<file path="src/rtl/morse_pkg.sv">
// Shared types and constants for the Morse receive timing path.
package morse_pkg;

    typedef enum logic [1:0] {
        ST_IDLE  = 2'd0,
        ST_MARK  = 2'd1,
        ST_SPACE = 2'd2
    } morse_state_t;

    localparam logic [1:0] GAP_LETTER = 2'b01;
    localparam logic [1:0] GAP_WORD   = 2'b10;

    localparam int CAL_SAMPLES = 4;
    localparam int CAL_SHIFT   = $clog2(CAL_SAMPLES);

endpackage

</file>
<file path="src/rtl/morse_debounce.sv">
// Two-flop synchroniser plus stability counter for the raw key line.
// Level and edge strobes change together, after DEBOUNCE stable cycles.
module morse_debounce #(
    parameter int DEBOUNCE = 1000
) (
    input  logic i_clk,
    input  logic i_reset,
    input  logic i_raw,
    output logic o_level,
    output logic o_rise,
    output logic o_fall
);

    localparam int CW = $clog2(DEBOUNCE + 1);

    logic          r_sync1;
    logic          r_sync2;
    logic          r_level;
    logic          r_rise;
    logic          r_fall;
    logic [CW-1:0] r_cnt;

    always_ff @(posedge i_clk) begin
        if (i_reset) begin
            r_sync1 <= 1'b0;
            r_sync2 <= 1'b0;
            r_level <= 1'b0;
            r_rise  <= 1'b0;
            r_fall  <= 1'b0;
            r_cnt   <= '0;
        end else begin
            r_sync1 <= i_raw;
            r_sync2 <= r_sync1;
            r_rise  <= 1'b0;
            r_fall  <= 1'b0;
            if (r_sync2 == r_level) begin
                r_cnt <= '0;
            end else if (r_cnt == CW'(DEBOUNCE - 1)) begin
                r_cnt   <= '0;
                r_level <= r_sync2;
                r_rise  <= r_sync2;
                r_fall  <= ~r_sync2;
            end else begin
                r_cnt <= r_cnt + CW'(1);
            end
        end
    end

    assign o_level = r_level;
    assign o_rise  = r_rise;
    assign o_fall  = r_fall;

endmodule

</file>
<file path="src/rtl/morse_timing_ctrl.sv">
// Mark/space timing, element and gap classification, dot-unit calibration
// and tracking for the Morse receive path.
module morse_timing_ctrl
    import morse_pkg::*;
#(
    parameter int CNT_W    = 32,
    parameter int DOT_INIT = 1000000,
    parameter int DOT_MIN  = 10000,
    parameter int DOT_MAX  = 4000000,
    parameter int DEBOUNCE = 1000,
    parameter int ADAPT    = 1
) (
    input  logic             i_clk,
    input  logic             i_reset,
    input  logic             i_morse_in,
    input  logic             i_cal_start,
    output logic             o_mark_valid,
    output logic             o_mark_is_dash,
    output logic [CNT_W-1:0] o_mark_len,
    output logic             o_gap_valid,
    output logic [1:0]       o_gap_kind,
    output logic [CNT_W-1:0] o_dot_unit,
    output logic [CNT_W-1:0] o_dash_thr,
    output logic [CNT_W-1:0] o_letter_thr,
    output logic [CNT_W-1:0] o_word_thr,
    output logic             o_cal_busy,
    output logic             o_cal_done,
    output logic             o_cal_err
);

    function automatic logic [CNT_W-1:0] sat_scale(input logic [CNT_W-1:0] v,
                                                   input logic [2:0] k);
        logic [CNT_W+2:0] p;
        p = {3'b000, v} * {{CNT_W{1'b0}}, k};
        return (|p[CNT_W+2:CNT_W]) ? '1 : p[CNT_W-1:0];
    endfunction

    logic w_level, w_rise, w_fall;

    morse_debounce #(.DEBOUNCE(DEBOUNCE)) u_debounce (
        .i_clk   (i_clk),
        .i_reset (i_reset),
        .i_raw   (i_morse_in),
        .o_level (w_level),
        .o_rise  (w_rise),
        .o_fall  (w_fall)
    );

    morse_state_t         r_state;
    logic [CNT_W-1:0]     r_mark_cnt;
    logic [CNT_W-1:0]     r_space_cnt;
    logic [CNT_W-1:0]     r_dot;
    logic                 r_mark_valid;
    logic                 r_mark_is_dash;
    logic [CNT_W-1:0]     r_mark_len;
    logic                 r_gap_valid;
    logic [1:0]           r_gap_kind;
    logic                 r_cal_busy;
    logic                 r_cal_done;
    logic                 r_cal_err;
    logic [CNT_W+1:0]     r_cal_acc;
    logic [CAL_SHIFT-1:0] r_cal_n;
    logic                 r_mark_cal;
    logic                 r_trk_pend;

    logic [CNT_W-1:0] w_dash_thr, w_letter_thr, w_word_thr;
    logic [CNT_W-1:0] w_mark_next, w_space_next;
    logic             w_is_dash;
    logic [CNT_W+1:0] w_cal_sum, w_cal_shifted;
    logic             w_cal_last, w_avg_ok;
    logic [CNT_W:0]   w_trk;
    logic [CNT_W-1:0] w_trk_dot;

    assign w_dash_thr   = sat_scale(r_dot, 3'd2);
    assign w_letter_thr = w_dash_thr;
    assign w_word_thr   = sat_scale(r_dot, 3'd5);

    assign w_mark_next  = (&r_mark_cnt)  ? r_mark_cnt  : r_mark_cnt + CNT_W'(1);
    assign w_space_next = (&r_space_cnt) ? r_space_cnt : r_space_cnt + CNT_W'(1);
    assign w_is_dash    = (r_mark_cnt >= w_dash_thr);

    // The accumulator carries two extra bits so four full-scale marks cannot wrap.
    assign w_cal_sum     = r_cal_acc + {2'b00, r_mark_cnt};
    assign w_cal_shifted = w_cal_sum >> CAL_SHIFT;
    assign w_cal_last    = (r_cal_n == CAL_SHIFT'(CAL_SAMPLES - 1));
    assign w_avg_ok      = (w_cal_shifted >= (CNT_W+2)'(DOT_MIN)) &&
                           (w_cal_shifted <= (CNT_W+2)'(DOT_MAX));

    assign w_trk = {1'b0, r_dot} - {4'b0000, r_dot[CNT_W-1:3]}
                                 + {4'b0000, r_mark_len[CNT_W-1:3]};
    always_comb begin
        w_trk_dot = w_trk[CNT_W-1:0];
        if (w_trk < (CNT_W+1)'(DOT_MIN)) w_trk_dot = CNT_W'(DOT_MIN);
        else if (w_trk > (CNT_W+1)'(DOT_MAX)) w_trk_dot = CNT_W'(DOT_MAX);
    end

    always_ff @(posedge i_clk) begin
        if (i_reset) begin
            r_state        <= ST_IDLE;
            r_mark_cnt     <= '0;
            r_space_cnt    <= '0;
            r_dot          <= CNT_W'(DOT_INIT);
            r_mark_valid   <= 1'b0;
            r_mark_is_dash <= 1'b0;
            r_mark_len     <= '0;
            r_gap_valid    <= 1'b0;
            r_gap_kind     <= '0;
            r_cal_busy     <= 1'b0;
            r_cal_done     <= 1'b0;
            r_cal_err      <= 1'b0;
            r_cal_acc      <= '0;
            r_cal_n        <= '0;
            r_mark_cal     <= 1'b0;
            r_trk_pend     <= 1'b0;
        end else begin
            r_mark_valid <= 1'b0;
            r_gap_valid  <= 1'b0;
            r_cal_done   <= 1'b0;
            r_trk_pend   <= 1'b0;
            if (r_trk_pend) r_dot <= w_trk_dot;

            case (r_state)
                ST_IDLE: begin
                    if (w_rise) begin
                        r_state    <= ST_MARK;
                        r_mark_cnt <= CNT_W'(1);
                        r_mark_cal <= r_cal_busy;
                    end
                end
                ST_MARK: begin
                    if (w_fall) begin
                        r_state     <= ST_SPACE;
                        r_space_cnt <= CNT_W'(1);
                        if (r_cal_busy) begin
                            if (r_mark_cal) begin
                                r_cal_acc <= w_cal_sum;
                                r_cal_n   <= r_cal_n + CAL_SHIFT'(1);
                                if (w_cal_last) begin
                                    r_cal_busy <= 1'b0;
                                    if (w_avg_ok) begin
                                        r_dot      <= w_cal_shifted[CNT_W-1:0];
                                        r_cal_done <= 1'b1;
                                    end else begin
                                        r_cal_err <= 1'b1;
                                    end
                                end
                            end
                        end else begin
                            r_mark_valid   <= 1'b1;
                            r_mark_is_dash <= w_is_dash;
                            r_mark_len     <= r_mark_cnt;
                            r_trk_pend     <= (ADAPT != 0) && !w_is_dash;
                        end
                    end else if (w_level) begin
                        r_mark_cnt <= w_mark_next;
                    end
                end
                ST_SPACE: begin
                    if (w_rise) begin
                        r_state     <= ST_MARK;
                        r_space_cnt <= '0;
                        r_mark_cnt  <= CNT_W'(1);
                        r_mark_cal  <= r_cal_busy;
                    end else begin
                        r_space_cnt <= w_space_next;
                        if (w_space_next == w_word_thr) begin
                            r_state <= ST_IDLE;
                            if (r_cal_busy) begin
                                r_cal_busy <= 1'b0;
                                r_cal_err  <= 1'b1;
                            end else begin
                                r_gap_valid <= 1'b1;
                                r_gap_kind  <= GAP_WORD;
                            end
                        end else if ((w_space_next == w_letter_thr) && !r_cal_busy) begin
                            r_gap_valid <= 1'b1;
                            r_gap_kind  <= GAP_LETTER;
                        end
                    end
                end
                default: r_state <= ST_IDLE;
            endcase

            // Clearing r_mark_cal here drops a mark already in progress.
            if (i_cal_start && !r_cal_busy) begin
                r_cal_busy <= 1'b1;
                r_cal_err  <= 1'b0;
                r_cal_acc  <= '0;
                r_cal_n    <= '0;
                r_mark_cal <= 1'b0;
            end
        end
    end

    assign o_mark_valid   = r_mark_valid;
    assign o_mark_is_dash = r_mark_is_dash;
    assign o_mark_len     = r_mark_len;
    assign o_gap_valid    = r_gap_valid;
    assign o_gap_kind     = r_gap_kind;
    assign o_dot_unit     = r_dot;
    assign o_dash_thr     = w_dash_thr;
    assign o_letter_thr   = w_letter_thr;
    assign o_word_thr     = w_word_thr;
    assign o_cal_busy     = r_cal_busy;
    assign o_cal_done     = r_cal_done;
    assign o_cal_err      = r_cal_err;

endmodule

</file>
<file path="config.mk">
export PLATFORM = sky130hd
export DESIGN_NAME = morse_timing_ctrl
export DESIGN_NICKNAME = d
export VERILOG_FILES = /design/src/rtl/morse_pkg.sv /design/src/rtl/morse_debounce.sv /design/src/rtl/morse_timing_ctrl.sv
export SDC_FILE = /design/constraint.sdc
export NUM_CORES = 1
export LEC_CHECK = 0
export BUFFER_PORTS_ARGS = -buffer_cell sky130_fd_sc_hd__buf_2
export CORE_ASPECT_RATIO = 0.8
export CORE_MARGIN = 2
export CORE_UTILIZATION = 40
export DETAILED_ROUTE_END_ITERATION = 8
export PLACE_DENSITY_LB_ADDON = 0.08
export SETUP_SLACK_MARGIN = 0.2
export SYNTH_ARGS = -nofsm -noshare
export SYNTH_HDL_FRONTEND = slang
export SYNTH_HIERARCHICAL = 1
export SYNTH_SLANG_ARGS = --single-unit
</file>
<file path="constraint.sdc">
create_clock -name i_clk -period 11.1 [get_ports i_clk]
set_input_delay 2.22 -clock i_clk [delete_from_list [all_inputs] [get_ports i_clk]]
set_output_delay 2.22 -clock i_clk [all_outputs]
set_load 0.02 [all_outputs]
</file>
======== Word level (Yosys, flattened, before mapping) ========
Index checks and enable logic that the tools add are counted.
storage, ports and cells
  input port bits ......................... 4
  register bits after elaboration ......... 191
  output and inout port bits .............. 168
  word-level logic and storage cells ...... 150
operators by class
  bitwise logic cells ..................... 10
  add/sub/neg operators ................... 7
  multipliers ............................. 1
  muxes and demuxes ....................... 49
  eq/ne operators ......................... 25
  reduce and logical (&&, ||, !) cells .... 31
  $lt $le $gt $ge ......................... 5
operator list
  cell                   number
  $mux 32                18
  $pmux 32 s2            2
  $add 32x1->32 const B  2
  $eq 32x32->1           2
  $reduce_and 32->1      2
  $mul 32x3->35 const B  1
  $add 34x32->34         1
  $add 33x29->33         1
  $gt 33x22->1 const B   1
  $lt 33x14->1 const B   1
  $sub 32x29->33         1
  $ge 32x14->1 const B   1
  $ge 32x32->1           1
  $le 32x22->1 const B   1
  $ne 2x2->1 const B     10
  $mux 1                 19
  $reduce_or 3->1        5
  $mux 2                 7
  $reduce_and 4->1       3
  $add 10x1->10 const B  1
  $eq 10x10->1 const B   1
  $not 1->1              10
  $reduce_and 9->1       1
  $ne 2x1->1 const B     4
  other kinds (19)       32

======== Longest topological paths before layout ========
Gate-level depths: netlist (run 1).
  depth in word-level cells ............... 12
  gate-level depth with buffers ........... 21
  depth with buffers taken out ............ 17

======== Cells and area by module ========
Netlist (run 1), hierarchy kept.
by module, submodules not included
  module             area each (µm²)  times used  cells each  sequential area each (µm²)
  morse_timing_ctrl  17977.2          1           2411        3523.4
  morse_debounce     593.1            1           63          300.3

======== Least setup slack after synthesis (run 1) ========
No wires, ideal clock.
  path type ............................... reg-to-output
  from .................................... reg r_dot[31] (netlist: o_dot_unit[31])
  to ...................................... out o_word_thr[10]
  required time ........................... 8880 ps
  setup slack ............................. 4551 ps
  path buffers ............................ 6
  data arrival time ....................... 4329 ps
  stages on the path, launching flop included .. 16
  cell sequence ........................... dfxtp_1 clkbuf_1 clkbuf_1 clkbuf_1 inv_1 ha_1 ha_1 clkbuf_1 and4_1 a221o_1 nor4_1 nor2_1 clkbuf_1 nor2_1 clkbuf_1 nand2_1
on the way
  word-level cells in the longest chain between the ends .. 3
ends and longest elaborated chain
  what                    line                      RTL
  from (decl)             morse_timing_ctrl.sv:52   logic [CNT_W-1:0] r_dot;
  from (signal assigned)  morse_timing_ctrl.sv:102  r_dot <= CNT_W'(DOT_INIT);
  from (signal assigned)  morse_timing_ctrl.sv:120  if (r_trk_pend) r_dot <= w_trk_dot;
  from (signal assigned)  morse_timing_ctrl.sv:141  r_dot <= w_cal_shifted[CNT_W-1:0];
  $mul 32x3->35           morse_timing_ctrl.sv:34   p = {3'b000, v} * {{CNT_W{1'b0}}, k};
  $reduce_or 3->1         morse_timing_ctrl.sv:35   return (|p[CNT_W+2:CNT_W]) ? '1 : p[CNT_W-1:0];
  $mux 32                 morse_timing_ctrl.sv:35
  to (decl)               morse_timing_ctrl.sv:25   output logic [CNT_W-1:0] o_word_thr,
No other way between the ends.

======== Worst setup path after layout (run 1) ========
  from .................................... reg r_dot[31] (netlist: o_dot_unit[31])
  to ...................................... out o_word_thr[26]
The elaborated chain is that of the path after synthesis.

==> run metrics, run 1 <==
commonest non-fill, non-tap cell in the layout nand2_1; nets@finish 2738; number of synthesized flops with an enable pin 0; DRT Pass-1 Iters 5; first-pass GRT wire length 108000 um; hold path depth 1; Synth Cell Area 0.01857 mm^2; final hold viol count 0; Via density 5.924; post-CTS sizing 0; synth warn 6; worst-case clock buffer depth 2; dpl cell area 0.01966 mm^2; fin worst setup slack 4.126 ns; critical path required time 8.88 ns; Routed WL 71570 um; prevailing post-synth register cell dfxtp_1; reg2reg end o_gap_valid; worst r2r path cells 13; Max-Cap Viols 0; number of global-route vias before repair 17350; Worst VDD drop 0.1129 mV; cell count after synthesis 2474; DP HPWL 56950 um; power density over cell area 66.85 mW/mm^2; I/O pin count 172; Die Height 196.7 um; critical path capture point type output pin; Hold Path Origin u_debounce/r_sync1; # hold bufs at CTS 0; GR Util All Layers 29.27%; post-layout util 44.23%; Final min period 6.974 ns; clk_lat worst skew 0.47 ns; Die X 244.9 um; total congestion overflow 0; Data arrival, critical path 4.75 ns; die area 0.04818 mm^2; Final setup viols 0; fmax 0.1434 GHz; Critical Path Source Type register; DR WL/cell 22.61 um; H-tree levels 4; Post-CTS Setup Inserts 0; core footprint 0.04581 mm^2; clk_skew 0.01328 ns; clock root cell clkbuf_16; hold worst-path end u_debounce/r_sync2; Crit Path Max Fanout 43; IO Port Bufs 171; RSZ-0062 raised after global routing false; Yosys reg bits 191; # rows 70; Slew headroom 24.10%; n_diodes 0; ANT nets after route 0; CTS tree done; status completed; layout cells sized above 1 11.12%; sequential-to-total area share from yosys stat 20.59%; antenna violations before repair 0; FILL cells 4746; worst-margin pin slew 1.134 ns; Num CTS Buffers 17; Clock transition at path regs 0.08 ns; period utilization 62.82%; Syn Nets 2672; Pleak 9.146 nW; DRC viols 0; R2R setup slack 4.99 ns; Sink Count 191; Area Growth Syn to Fin 9.109%; Iter 0 DRT Violations 1573; async set or reset register ratio after synthesis 0%; largest net degree at the start of global routing 69; post-layout instance area 0.02026 mm^2; vias 18750; Initial Util 40.54%; Synth Area per Inst 7.506 um^2; Hold WC Path Type register to register; most frequent cells in the layout nand2_1, a21oi_1, nor2_1; Setup CP Type register to output pin; Slew Limit Fails 0; RR Startpoint o_dot_unit[31]; setup TNS 0 ns; pre-CTS setup slack 4.718 ns; Cell variety after synth 104; Final Hold Slack 0.4463 ns; global placement routability congestion 0.9943
-- power breakdown --
part | total (mW) | switching (mW) | internal, mW
sequential | 0.686 | 0.00112 | 0.685
combinational | 0.0196 | 0.0168 | 0.00272
clock | 0.649 | 0.338 | 0.311
-- routing by layer --
metal	GRT usage (%)	vias to the layer above	wire length [um]
met2	44.32	630	30500
li1	-	8930	-
met1	42.89	9101	34540
met4	7.340	0	1627
met5	0	-	0
met3	4.847	87	4902
-- flip-flops by register name, summed over array words and instances (netlist names), 2 cells and up --
name / flops
r_state: 2
r_cal_n: 2
r_mark_cnt: 32
o_gap_kind: 2
r_cal_acc: 34
o_dot_unit: 32
u_debounce/r_cnt: 10
r_space_cnt: 32
o_mark_len: 32
-- critical path: stages, from the launching register on --
cell and delay (ns):
dfxtp_2 0.86, inv_1 0.24, ha_1 0.36, ha_1 0.41
and4_1 0.26, a221o_1 0.34, nor4_1 0.60, nor2_1 0.08
buf_4 0.23, nor2_1 0.28, buf_4 0.30, o21ai_0 0.13
buf_2 0.19
-- per-stage QoR --
stage	power, mW	std cells
2_1_floorplan	0.7143	2474
3_3_place_gp	0.7219	3133
3_5_place_dp	0.7221	3133
4_1_cts	1.373	3165
5_1_grt	1.401	3165
6_report	1.354	3165
-- worst max path at each step --
stage | startpoint | endpoint | slack, ns | cells past startpoint
detailed placement | o_dot_unit[31] | o_word_thr[26] | 4.72 | 12
floorplan | o_dot_unit[31] | o_word_thr[10] | 4.55 | 15
global route | o_dot_unit[31] | o_word_thr[26] | 3.77 | 12
CTS | o_dot_unit[31] | o_word_thr[26] | 4.19 | 12
global placement | o_dot_unit[31] | o_word_thr[26] | 4.93 | 12
finish | o_dot_unit[31] | o_word_thr[26] | 4.13 | 12
-- cell type report --
type                       instances  area (um^2)  share of cell area, %
clock buffer                      18        439.2                  2.167
inverter                         197        739.5                  3.650
clock inverter                    14        158.9                 0.7842
sequential                       191         3825                  18.88
multi-input combinational       1941        13320                  65.73
timing repair buffer             192         1016                  5.014
tap                              612        765.7                  3.779
-- logic make-up (layout without fill, tap and decap cells) --
| logic type | Yosys count | after routing | share of synthesized area [%] |
|---|---|---|---|
| AO/OA/AOI/OAI | 659 | 659 | 23.80 |
| XOR/XNOR | 185 | 185 | 9.150 |
| adder cells (fa/ha/maj) | 194 | 194 | 14.32 |
| buffers and inverters | 342 | 421 | 7.816 |
| flip-flops | 191 | 191 | 20.59 |
| multiplexers | 12 | 12 | 0.7209 |
| AND/OR/NAND/NOR | 891 | 891 | 23.60 |
-- synthesized netlist by cell type, drive strengths merged (8+ instances only) --
| cell type | number | area share [%] |
|---|---|---|
| nand2 | 276 | 5.6 |
| a21oi | 219 | 5.9 |
| nor2 | 219 | 4.4 |
| inv | 197 | 4.0 |
| dfxtp | 191 | 21 |
| ha | 163 | 11 |
| xnor2 | 106 | 5.1 |
| clkbuf | 95 | 1.9 |
| o21ai | 83 | 2.3 |
| a21o | 76 | 3.1 |
| xor2 | 75 | 3.5 |
| nand3 | 67 | 1.9 |
| nor3 | 55 | 1.5 |
| buf | 50 | 1.9 |
| and3 | 43 | 1.5 |
| nand4 | 41 | 1.4 |
| nor4 | 41 | 1.6 |
| or3 | 33 | 1.1 |
| fa | 31 | 3.3 |
| a211oi | 28 | 1.2 |
| o21a | 27 | 1.1 |
| o211ai | 26 | 1.1 |
| a22oi | 23 | 0.93 |
| nor2b | 21 | 0.71 |
| nand2b | 19 | 0.68 |
| a31oi | 16 | 0.54 |
| o21bai | 16 | 0.65 |
| and2 | 14 | 0.47 |
| and4 | 11 | 0.53 |
| mux2i | 11 | 0.66 |
| or2 | 11 | 0.37 |
| o22ai | 10 | 0.34 |
| a221oi | 9 | 0.46 |
| a311oi | 9 | 0.42 |
| or4 | 9 | 0.38 |
| a21boi | 8 | 0.32 |
| o31ai | 8 | 0.32 |
(Power assumes the default switching activity.)
==> run 2, diff against run 1 <==
clock period = 7.3 ns   (was 11.1 ns; I/O delays follow)
==> run 2 against run 1 <==
  * Register-to-register slack worse by 3.5 ns
  * Die area unchanged
  * Via count rose by 0.62%
  * Cell count up 0.16%
  * Combinational power increased by 53%
==> run metrics, run 2 (synthesized netlist as in run 1, its figures left out) <==
Clock transition at path regs 0.08 ns; Final min period 6.315 ns; largest net degree at the start of global routing 71; Max-Cap Viols 0; clock root cell clkbuf_16; Routed WL 74070 um; most frequent cells in the layout nand2_1, a21oi_1, nor2_1; RSZ-0062 raised after global routing false; H-tree levels 4; Slew headroom 24.04%; IO Port Bufs 171; setup TNS 0 ns; CTS tree done; Critical Path Source Type register; Setup CP Type register to output pin; worst-case clock buffer depth 2; hold worst-path end o_mark_len[2]; Data arrival, critical path 4.86 ns; nets@finish 2742; Slew Limit Fails 0; Area Growth Syn to Fin 9.264%; pre-CTS setup slack 1.569 ns; layout cells sized above 1 11.26%; Cell Count Post-Placement 3137; Final Hold Slack 0.4538 ns; Pleak 9.161 nW; Sink Count 191; power density over cell area 101.4 mW/mm^2; number of global-route vias before repair 17330; Hold WC Path Type register to register; Die Height 196.7 um; DR WL/cell 23.37 um; critical path capture point type output pin; I/O pin count 172; Initial Util 40.54%; Die X 244.9 um; Layout Cells excl Fill 3170; Worst VDD drop 0.1678 mV; DRC viols 0; # rows 70; Iter 0 DRT Violations 1826; Num CTS Buffers 17; worst r2r path cells 16; global placement routability congestion 0.9902; clk_lat worst skew 0.48 ns; die area 0.04818 mm^2; post-CTS sizing 0; FILL cells 4763; Hold Path Origin o_mark_len[2]; hold path depth 2; RR Startpoint o_dot_unit[5]; ANT nets after route 0; R2R setup slack 1.54 ns; DRT Pass-1 Iters 8; total congestion overflow 0; clk_skew 0.01602 ns; # hold bufs at CTS 0; critical path required time 5.84 ns; fin worst setup slack 0.9847 ns; first-pass GRT wire length 110300 um; final hold viol count 0; Largest register FFs 34; Most flops, register r_cal_acc; status completed; Post-CTS Setup Inserts 0; antenna violations before repair 0; Crit Path Max Fanout 26; commonest non-fill, non-tap cell in the layout nand2_1; DP HPWL 59550 um; period utilization 86.51%; GR Util All Layers 30.23%; core footprint 0.04581 mm^2; vias 18870; Final setup viols 0; reg2reg end o_dot_unit[8]; worst-margin pin slew 1.136 ns; Via density 5.951; fmax 0.1583 GHz
## run 2: cell types whose count changed in the layout (fill, tap and decap cells not counted)
cell        change
clkinvlp_4      +1
buf_4           +4
inv_12          +1
diode_2         +1
inv_8           -1
clkinv_8        -1
## run 2: critical path: stages, from the launching register on
cell and delay [ns]:
dfxtp_1 0.61, ha_1 0.33, ha_1 0.43, a21oi_1 0.54
nand3_1 0.13, a31oi_1 0.24, nor3_1 0.11, nor4_1 0.82
nor2_1 0.08, buf_4 0.25, nor2_1 0.13, buf_4 0.30
nand2_1 0.19, buf_2 0.20
## run 2: layer usage
metal	track usage (%)	routed length, um	part of all wire [%]	up-vias
met5	0	0	0	-
met4	7.611	1625	2.2	0
met3	4.548	4584	6.2	84
met2	46.09	31680	43	637
met1	44.32	36180	49	9215
li1	-	-	-	8929
## run 2: how the worst max path moves through the flow
stage / from / endpoint / depth (start not counted)
after floorplan: o_dot_unit[31] / o_word_thr[10] / 15
after global placement: o_dot_unit[17] / o_word_thr[1] / 13
after detailed placement: o_dot_unit[17] / o_word_thr[1] / 13
after CTS: o_dot_unit[17] / o_word_thr[1] / 13
after global routing: o_dot_unit[17] / o_word_thr[1] / 13
final: o_dot_unit[17] / o_word_thr[1] / 13
## run 2: layout make-up
class	instances	area [um^2]	area share (%)
sequential	191	3825	18.85
antenna	1	2.502	0.01233
clock buffer	18	439.2	2.164
timing repair buffer	196	1046	5.155
tap	612	765.7	3.774
multi-input combinational	1941	13320	65.63
clock inverter	14	155.1	0.7646
inverter	197	739.5	3.644
## run 2: through the flow
| stage | cell area, um^2 | power (mW) | util (%) |
|---|---|---|---|
| final | 20290 | 2.057 | 44.30 |
| after CTS | 20290 | 2.079 | 44.29 |
| after global routing | 20290 | 2.121 | 44.29 |
| after global placement | 19690 | 1.098 | 42.99 |
| after detailed placement | 19690 | 1.098 | 42.99 |
| after floorplan | 18570 | 1.086 | - |
## run 2: where the power goes
part	switching, mW	internal, mW	leakage [nW]
Clock	0.512	0.471	0.286
Combinational	0.0258	0.00415	7.34
Sequential	0.00218	1.04	1.54
Total	0.540	1.52	9.16
==> run 3, diff against run 2 <==
CORE_UTILIZATION = 52   (was 40)
==> run 3 against run 2 <==
  * Setup slack better by 0.25 ns
  * Clock skew fell by 0.0026 ns
  * Power is essentially flat
  * Sequential power hardly changed
  * First-iteration DRC count grew 21%
  * Largest cell class unchanged
  * Largest power group unchanged
==> run metrics, run 3 (synthesized netlist as in run 1, its figures left out) <==
Slew Limit Fails 0; met3 WL 7235 um; Die Height 173.0 um; clock root cell clkbuf_16; post-CTS sizing 0; Critical Path Source Type register; top sig layer met4; global placement routability congestion 1.041; setup TNS 0 ns; Via density 6.305; status completed; Most flops, register r_cal_acc; vias 19050; n_diodes 0; fmax 0.1648 GHz; Worst VDD drop 0.1921 mV; number of global-route vias before repair 17290; total power 2.057 mW; Iter 0 DRT Violations 2217; first-pass GRT wire length 103600 um; DP HPWL 54470 um; Setup CP Type register to output pin; Crit Path Max Fanout 7; RR Startpoint o_dot_unit[1]; Hold WC Path Type register to register; M1 WL 31390 um; # rows 61; IO Port Bufs 171; period utilization 83.11%; DRT Pass-1 Iters 8; ANT nets after route 0; GR Util All Layers 36.00%; dpl cell area 0.01945 mm^2; Post-CTS Setup Inserts 0; critical path required time 5.84 ns; clk_skew 0.01344 ns; Clock transition at path regs 0.07 ns; FILL cells 3418; Data arrival, critical path 4.61 ns; nets@finish 2734; layout cells sized above 1 10.79%; CTS tree done; I/O pin count 172; Cell Count Post-Placement 2989; Initial Util 53.12%; post-layout instance area 0.02004 mm^2; DRC viols 0; # hold bufs at CTS 0; most frequent cells in the layout nand2_1, a21oi_1, nor2_1; core footprint 0.03496 mm^2; total congestion overflow 0; clk_lat worst skew 0.47 ns; end of the critical path o_word_thr[27]; reg2reg end o_dot_unit[8]; Layout Cells excl Fill 3021; worst r2r path cells 16; Worst Setup SP o_dot_unit[3]; antenna violations before repair 2; largest net degree at the start of global routing 72; critical path capture point type output pin; Max-Cap Viols 0; Largest register FFs 34; WL met2 28150 um; R2R setup slack 1.39 ns; Num CTS Buffers 17; Sink Count 191; Final min period 6.067 ns; power density over cell area 102.6 mW/mm^2; Routed WL 68900 um; Slew headroom 18.79%; DR WL/cell 22.81 um; final hold viol count 0; commonest non-fill, non-tap cell in the layout nand2_1; worst-case clock buffer depth 2; Die X 215.3 um; RSZ-0062 raised after global routing false; Final setup viols 0; H-tree levels 4; Area Growth Syn to Fin 7.923%; die area 0.03725 mm^2; Pleak 9.115 nW; worst-margin pin slew 1.217 ns
==> run 3: worst min path at each step <==
stage                                    end  depth (start not counted)               start
after floorplan           u_debounce/r_sync2                          1  u_debounce/r_sync1
after global placement    u_debounce/r_sync2                          1  u_debounce/r_sync1
after detailed placement  u_debounce/r_sync2                          1  u_debounce/r_sync1
after CTS                      o_mark_len[2]                          2       o_mark_len[2]
after global routing      u_debounce/r_sync2                          1  u_debounce/r_sync1
final                     u_debounce/r_sync2                          1  u_debounce/r_sync1
==> run 3: through the flow <==
step | hold slack, ns | setup WS [ns] | utilization [%]
final | 0.4515 | 1.233 | 57.33
after global placement | 0.4283 | 1.591 | 55.64
after global routing | 0.4634 | 1.013 | 57.33
after CTS | 0.4555 | 1.322 | 57.33
after detailed placement | 0.4404 | 1.569 | 55.64
after floorplan | 0.4138 | 1.511 | -
==> run 3: layout make-up <==
cell class                 instances  area, um^2  share of cell area (%)
clock buffer                      20       436.7                   2.179
tap                              472       590.6                   2.947
multi-input combinational       1941       13310                   66.42
sequential                       191        3824                   19.08
inverter                         197       739.5                   3.690
timing repair buffer             188       985.9                   4.919
clock inverter                    12       153.9                  0.7679
==> run 3: worst max-delay path, cell delays in order, from the launching register on <==
cell and delay [ns]:
dfxtp_1 0.52, ha_1 0.30, ha_1 0.24, fa_1 0.42, a21o_1 0.22, a221oi_2 0.47
o211ai_1 0.29, a211oi_1 0.66, o211ai_1 0.18, xor2_1 0.50, or3_1 0.18, buf_2 0.16
==> run 3: power breakdown <==
part           internal, mW  switching (mW)
clock                 0.515           0.470
combinational       0.00417          0.0246
sequential             1.04         0.00201
==> run 3: routing by layer <==
metal  track usage, %  up-vias
met1            51.41     9105
met3            9.974      115
met5                0        -
li1                 -     8921
met2            51.85      907
met4            11.98        0
